**config.mk**
```make
export PLATFORM = sky130hd
export DESIGN_NAME = sram_mem_ctrl
export DESIGN_NICKNAME = d
export VERILOG_FILES = /design/src/rtl/sram_mem_ctrl.sv
export SDC_FILE = /design/constraint.sdc
export NUM_CORES = 1
export LEC_CHECK = 0
export CORE_ASPECT_RATIO = 1.2
export CORE_MARGIN = 5
export CORE_UTILIZATION = 45
export CTS_CLUSTER_DIAMETER = 200
export DETAILED_ROUTE_END_ITERATION = 12
export DONT_BUFFER_PORTS = 1
export PLACE_DENSITY_LB_ADDON = 0.1
export SETUP_SLACK_MARGIN = 0.02
export SLEW_MARGIN = 20
export SYNTH_ARGS = -nofsm -noshare
export SYNTH_HDL_FRONTEND = slang
export SYNTH_SLANG_ARGS = --single-unit
```
**constraint.sdc**
```tcl
create_clock -name clk -period 4 [get_ports clk]
set_clock_uncertainty 0.05 [all_clocks]
set_input_delay 0.4 -clock clk [delete_from_list [all_inputs] [get_ports clk]]
set_output_delay 0.4 -clock clk [all_outputs]
set_load 0.01 [all_outputs]
```
**src/rtl/sram_mem_ctrl.sv**
```systemverilog
// Multi-cycle MEM-stage data memory controller for an external narrow SRAM.
// Each DATA_W access is split into SRAM beats; ready doubles as the pipeline freeze.
`timescale 1ns/1ps
module sram_mem_ctrl #(
    parameter int          DATA_W      = 32,
    parameter int          SRAM_DATA_W = 16,
    parameter int          SRAM_ADDR_W = 18,
    parameter int          WAIT_CYCLES = 5,
    parameter logic [31:0] BASE_ADDR   = 32'd1024
) (
    input  logic                   clk,
    input  logic                   rst,
    input  logic                   wr_en,
    input  logic                   rd_en,
    input  logic [31:0]            address,
    input  logic [DATA_W-1:0]      wdata,
    output logic [DATA_W-1:0]      rdata,
    output logic                   ready,
    output logic [SRAM_ADDR_W-1:0] sram_addr,
    output logic [SRAM_DATA_W-1:0] sram_dq_out,
    output logic                   sram_dq_oe,
    input  logic [SRAM_DATA_W-1:0] sram_dq_in,
    output logic                   sram_we_n,
    output logic                   sram_oe_n
);

    localparam int BEATS = DATA_W / SRAM_DATA_W;
    localparam int BW    = (BEATS > 1) ? $clog2(BEATS) : 1;
    localparam int CW    = $clog2(WAIT_CYCLES);
    localparam int SHIFT = $clog2(DATA_W / 8);

    localparam logic [BW-1:0] LAST_BEAT = BW'(BEATS - 1);
    localparam logic [CW-1:0] LAST_CNT  = CW'(WAIT_CYCLES - 1);

    typedef enum logic [1:0] {
        IDLE,
        ACCESS,
        DONE
    } state_t;

    state_t                 state;
    state_t                 state_next;
    logic [BW-1:0]          beat;
    logic [CW-1:0]          cnt;
    logic                   op_wr;
    logic [DATA_W-1:0]      wbuf;
    logic                   req;
    logic                   beat_end;
    logic [31:0]            offset;
    logic [31:0]            word;
    logic [SRAM_ADDR_W-1:0] base_sram;

    assign req       = rd_en | wr_en;
    assign offset    = address - BASE_ADDR;
    assign word      = offset >> SHIFT;
    // Truncation gives the modulo wrap of the SRAM address space.
    assign base_sram = SRAM_ADDR_W'(word * 32'(BEATS));
    assign beat_end  = (state == ACCESS) && (cnt == LAST_CNT);

    always_comb begin
        state_next  = state;
        ready       = 1'b1;
        sram_we_n   = 1'b1;
        sram_oe_n   = 1'b1;
        sram_dq_oe  = 1'b0;
        sram_dq_out = '0;
        unique case (state)
            IDLE: begin
                ready = ~req;
                if (req) state_next = ACCESS;
            end
            ACCESS: begin
                ready = 1'b0;
                if (beat_end && beat == LAST_BEAT)
                    state_next = DONE;
                if (op_wr) begin
                    sram_dq_oe  = 1'b1;
                    sram_dq_out = wbuf[beat*SRAM_DATA_W +: SRAM_DATA_W];
                    // Strobe stays high on first/last clock for setup and hold.
                    sram_we_n   = (cnt == '0) || (cnt == LAST_CNT);
                end else begin
                    sram_oe_n = 1'b0;
                end
            end
            DONE: state_next = IDLE;
            default: state_next = IDLE;
        endcase
    end

    always_ff @(posedge clk or negedge rst) begin
        if (!rst) begin
            state     <= IDLE;
            beat      <= '0;
            cnt       <= '0;
            op_wr     <= 1'b0;
            wbuf      <= '0;
            rdata     <= '0;
            sram_addr <= '0;
        end else begin
            state <= state_next;
            if (state == IDLE && req) begin
                op_wr     <= wr_en;
                wbuf      <= wdata;
                beat      <= '0;
                cnt       <= '0;
                sram_addr <= base_sram;
            end else if (state == ACCESS) begin
                if (beat_end) begin
                    cnt <= '0;
                    if (!op_wr)
                        rdata[beat*SRAM_DATA_W +: SRAM_DATA_W] <= sram_dq_in;
                    if (beat != LAST_BEAT) begin
                        beat      <= beat + 1'b1;
                        sram_addr <= sram_addr + 1'b1;
                    end
                end else begin
                    cnt <= cnt + 1'b1;
                end
            end
        end
    end

endmodule

```
==> out/metrics.csv <==
metric;value;unit
Chip Height;116;µm
# Post-CTS Setup Buffers;0;
DRC viols;0;
Core Region;0.00908;mm²
Yosys Warn Count;0;
TritonCTS clock tree;yes;
final WL;9500;µm
Crit path max-delay family;simple AND/OR/NAND/NOR gates;
max frequency;0.362;GHz
Area growth syn-to-layout;7.94;%
number of synthesized flops with an enable pin;0;
initial antenna violation count;0;
Final #Nets;503;
Main synth FF type;dfrtp_1;
leading cell type in the layout, fill and taps excluded;nand2_1;
Yosys cell types;46;
placed cell area;0.00430;mm²
Num CTS Buffers;9;
Clock Tree Buf Depth;2;
count of final hold-check violations;0;
Post-Syn Instances;419;
net count after synthesis;508;
Vias;2916;
CP Capture Type;primary output;
VDD IR max;0.397;mV
syn_area_per_cell;10.0;µm²
total negative setup slack;0;ns
initial core utilization;46.3;%
Final min period;2.76;ns
die width;98.3;µm
Rows;38;
Final ANT Viol Nets;0;
clock sinks;89;
Final Instance Area;0.00454;mm²
status;complete, no violations;
vias per std cell;5.41;
PostCTS Resize Cnt;0;
layout cells sized above 1;15.5;%
worst skew pair latency;0.35;ns
vias in the first global route;3124;
Slowest cell on crit path;dfrtp_1;
Max Cap Violations;0;
Final Cycle Share;69.1;%
required time worst endpoint;3.55;ns
Critical path buffers and inverters;0;
register area share after synthesis;52.9;%
Pleak;2.11;nW
Startpoint Class;flop;
critical path cell sequence;nor2b_1 > nand2_1 > or2_2;
Final HPWL DP;6640;µm
gr ovfl total;0;
CP Max Fanout;18;
pwr/cell area;794;mW/mm²
final setup violation count;0;
Initial DRC Count;88;
most frequent cells in the layout;117 x nand2_1, 89 x dfrtp_1, 34 x mux2_2;
Max Slew Vio Count;0;
largest net degree at the start of global routing;90;
n_diodes;0;
H-tree levels;3;
iteration count of the initial detailed-routing pass;4;
synthesized area;0.00421;mm²
Routed wire per std cell;17.6;µm
first-pass GRT wire length;15400;µm
WS Path Type;flop to primary output;
max incr delay on CP;0.63;ns
HP Class;input pin to flop;
ys async rst share;100;%
IO Count;154;
total track usage;17.0;%
final estimated routing congestion in global placement;0.771;
Yosys reg bits;89;
die area;0.0114;mm²
Max-slew headroom;54.6;%
Worst EP arrival;2.31;ns
I/O Buffers;0;
RSZ-0062 raised after global routing;false;
clock root buffer;clkbuf_8;
slew at the pin closest to its max-slew limit;0.679;ns
Worst-path clk slew;0.10;ns
stage by stage:
step	cells	total power [mW]	setup WS (ns)	utilization [%]	hold WS [ns]
4_1_cts	539	3.67	1.16	50.0	0.0755
5_1_grt	539	3.92	1.01	50.0	0.0721
2_1_floorplan	419	2.70	1.85	-	0.0544
6_report	539	3.60	1.24	50.0	0.0922
3_5_place_dp	521	3.01	1.56	47.4	0.0567
3_3_place_gp	521	2.96	1.58	47.4	0.0569
cell type report:
class / count / area (µm²)
Inverter: 6 / 22.5
Sequential cell: 89 / 2230
Fill cell: 883 / 4540
Tap cell: 120 / 150
Multi-Input combinational cell: 302 / 1870
Timing Repair Buffer: 6 / 67.6
Clock inverter: 7 / 76.3
Clock buffer: 9 / 124
layer usage:
layer  share of wire (%)  GRT usage (%)  vias to the layer above
li1                    -              -                     1434
met1                  41           19.9                     1391
met2                  49           28.4                       81
met3                 9.2           7.53                       10
met4                 1.3           5.10                        0
met5                   0              0                        -
worst paths after layout:
path                       startpoint            to  slack, ns  depth (start not counted)
max                          state[0]     sram_we_n       1.24                          3
min                         wdata[17]      wbuf[17]       0.09                          2
max reg2reg                    cnt[0]     rdata[11]       1.62                          7
min reg2reg                  wbuf[21]      wbuf[21]       0.43                          2
max in group asynchronous         rst      rdata[0]       2.98                          2
min in group asynchronous         rst  sram_addr[5]       0.54                          2
cells in the mapped netlist, types with 2 or more instances:
cell        n  area (µm²)
nand2b_1    2        12.5
clkbuf_1   12        45.0
nand4_1     5        31.3
a221o_1     4        40.0
nor4_1      4        25.0
a22o_1      3        26.3
a31oi_1     6        37.5
or4_1       2        15.0
inv_1       6        22.5
or2_2       3        18.8
or3_1       6        37.5
mux2i_1    18         180
nor3_1     12        60.1
dfrtp_1    89        2230
nand2_1   117         439
nand3_1     8        40.0
nor2b_1     2        12.5
o21a_1      2        15.0
o31a_1      2        17.5
nor2_1     25        93.8
ha_1        5        62.6
nand4b_1    2        17.5
buf_2       4        20.0
mux2_2     34         383
and2_1      2        12.5
buf_1       5        18.8
o21ai_0    16        80.1
xnor2_1     4        35.0
and4_1      2        17.5
state kept, by name, indices dropped and copies added (netlist names):
name / count
op_wr: 1
state: 2
cnt: 3
beat: 1
rdata: 32
wbuf: 32
sram_addr: 18
cell families (layout without fill, tap and decap cells):
| group | Yosys count | in the layout | synth area share, % |
|---|---|---|---|
| AND/OR/NAND/NOR | 199 | 199 | 21.8 |
| flip-flops | 89 | 89 | 52.9 |
| multiplexers | 52 | 52 | 13.4 |
| AO/OA/AOI/OAI | 41 | 41 | 6.66 |
| buffers and inverters | 28 | 28 | 2.71 |
| adder cells (fa/ha/maj) | 5 | 5 | 1.49 |
| XOR/XNOR | 5 | 5 | 1.04 |
worst register-to-register path, cell delays in order, from the launching register on:
cell and delay [ns]:
dfrtp_1 0.40, inv_1 0.11, ha_1 0.26, and4b_2 0.33, nand2b_1 0.28, nor3_2 0.20
buf_4 0.28, mux2_2 0.37
power breakdown:
part / internal, mW / switching (mW) / total [mW] / leakage, nW
logic: 0.514 / 0.630 / 1.14 / 0.917
clock network: 0.293 / 0.334 / 0.627 / 0.0962
registers: 1.33 / 0.498 / 1.83 / 1.09
total: 2.14 / 1.46 / 3.60 / 2.11
what timing repair did:
item                                    in CTS  in global routing
hold buffers                                 2                  0
endpoints found under the hold margin       89                  0
endpoints found under the setup margin       0                  0
Power figures use the tool's default switching activity.
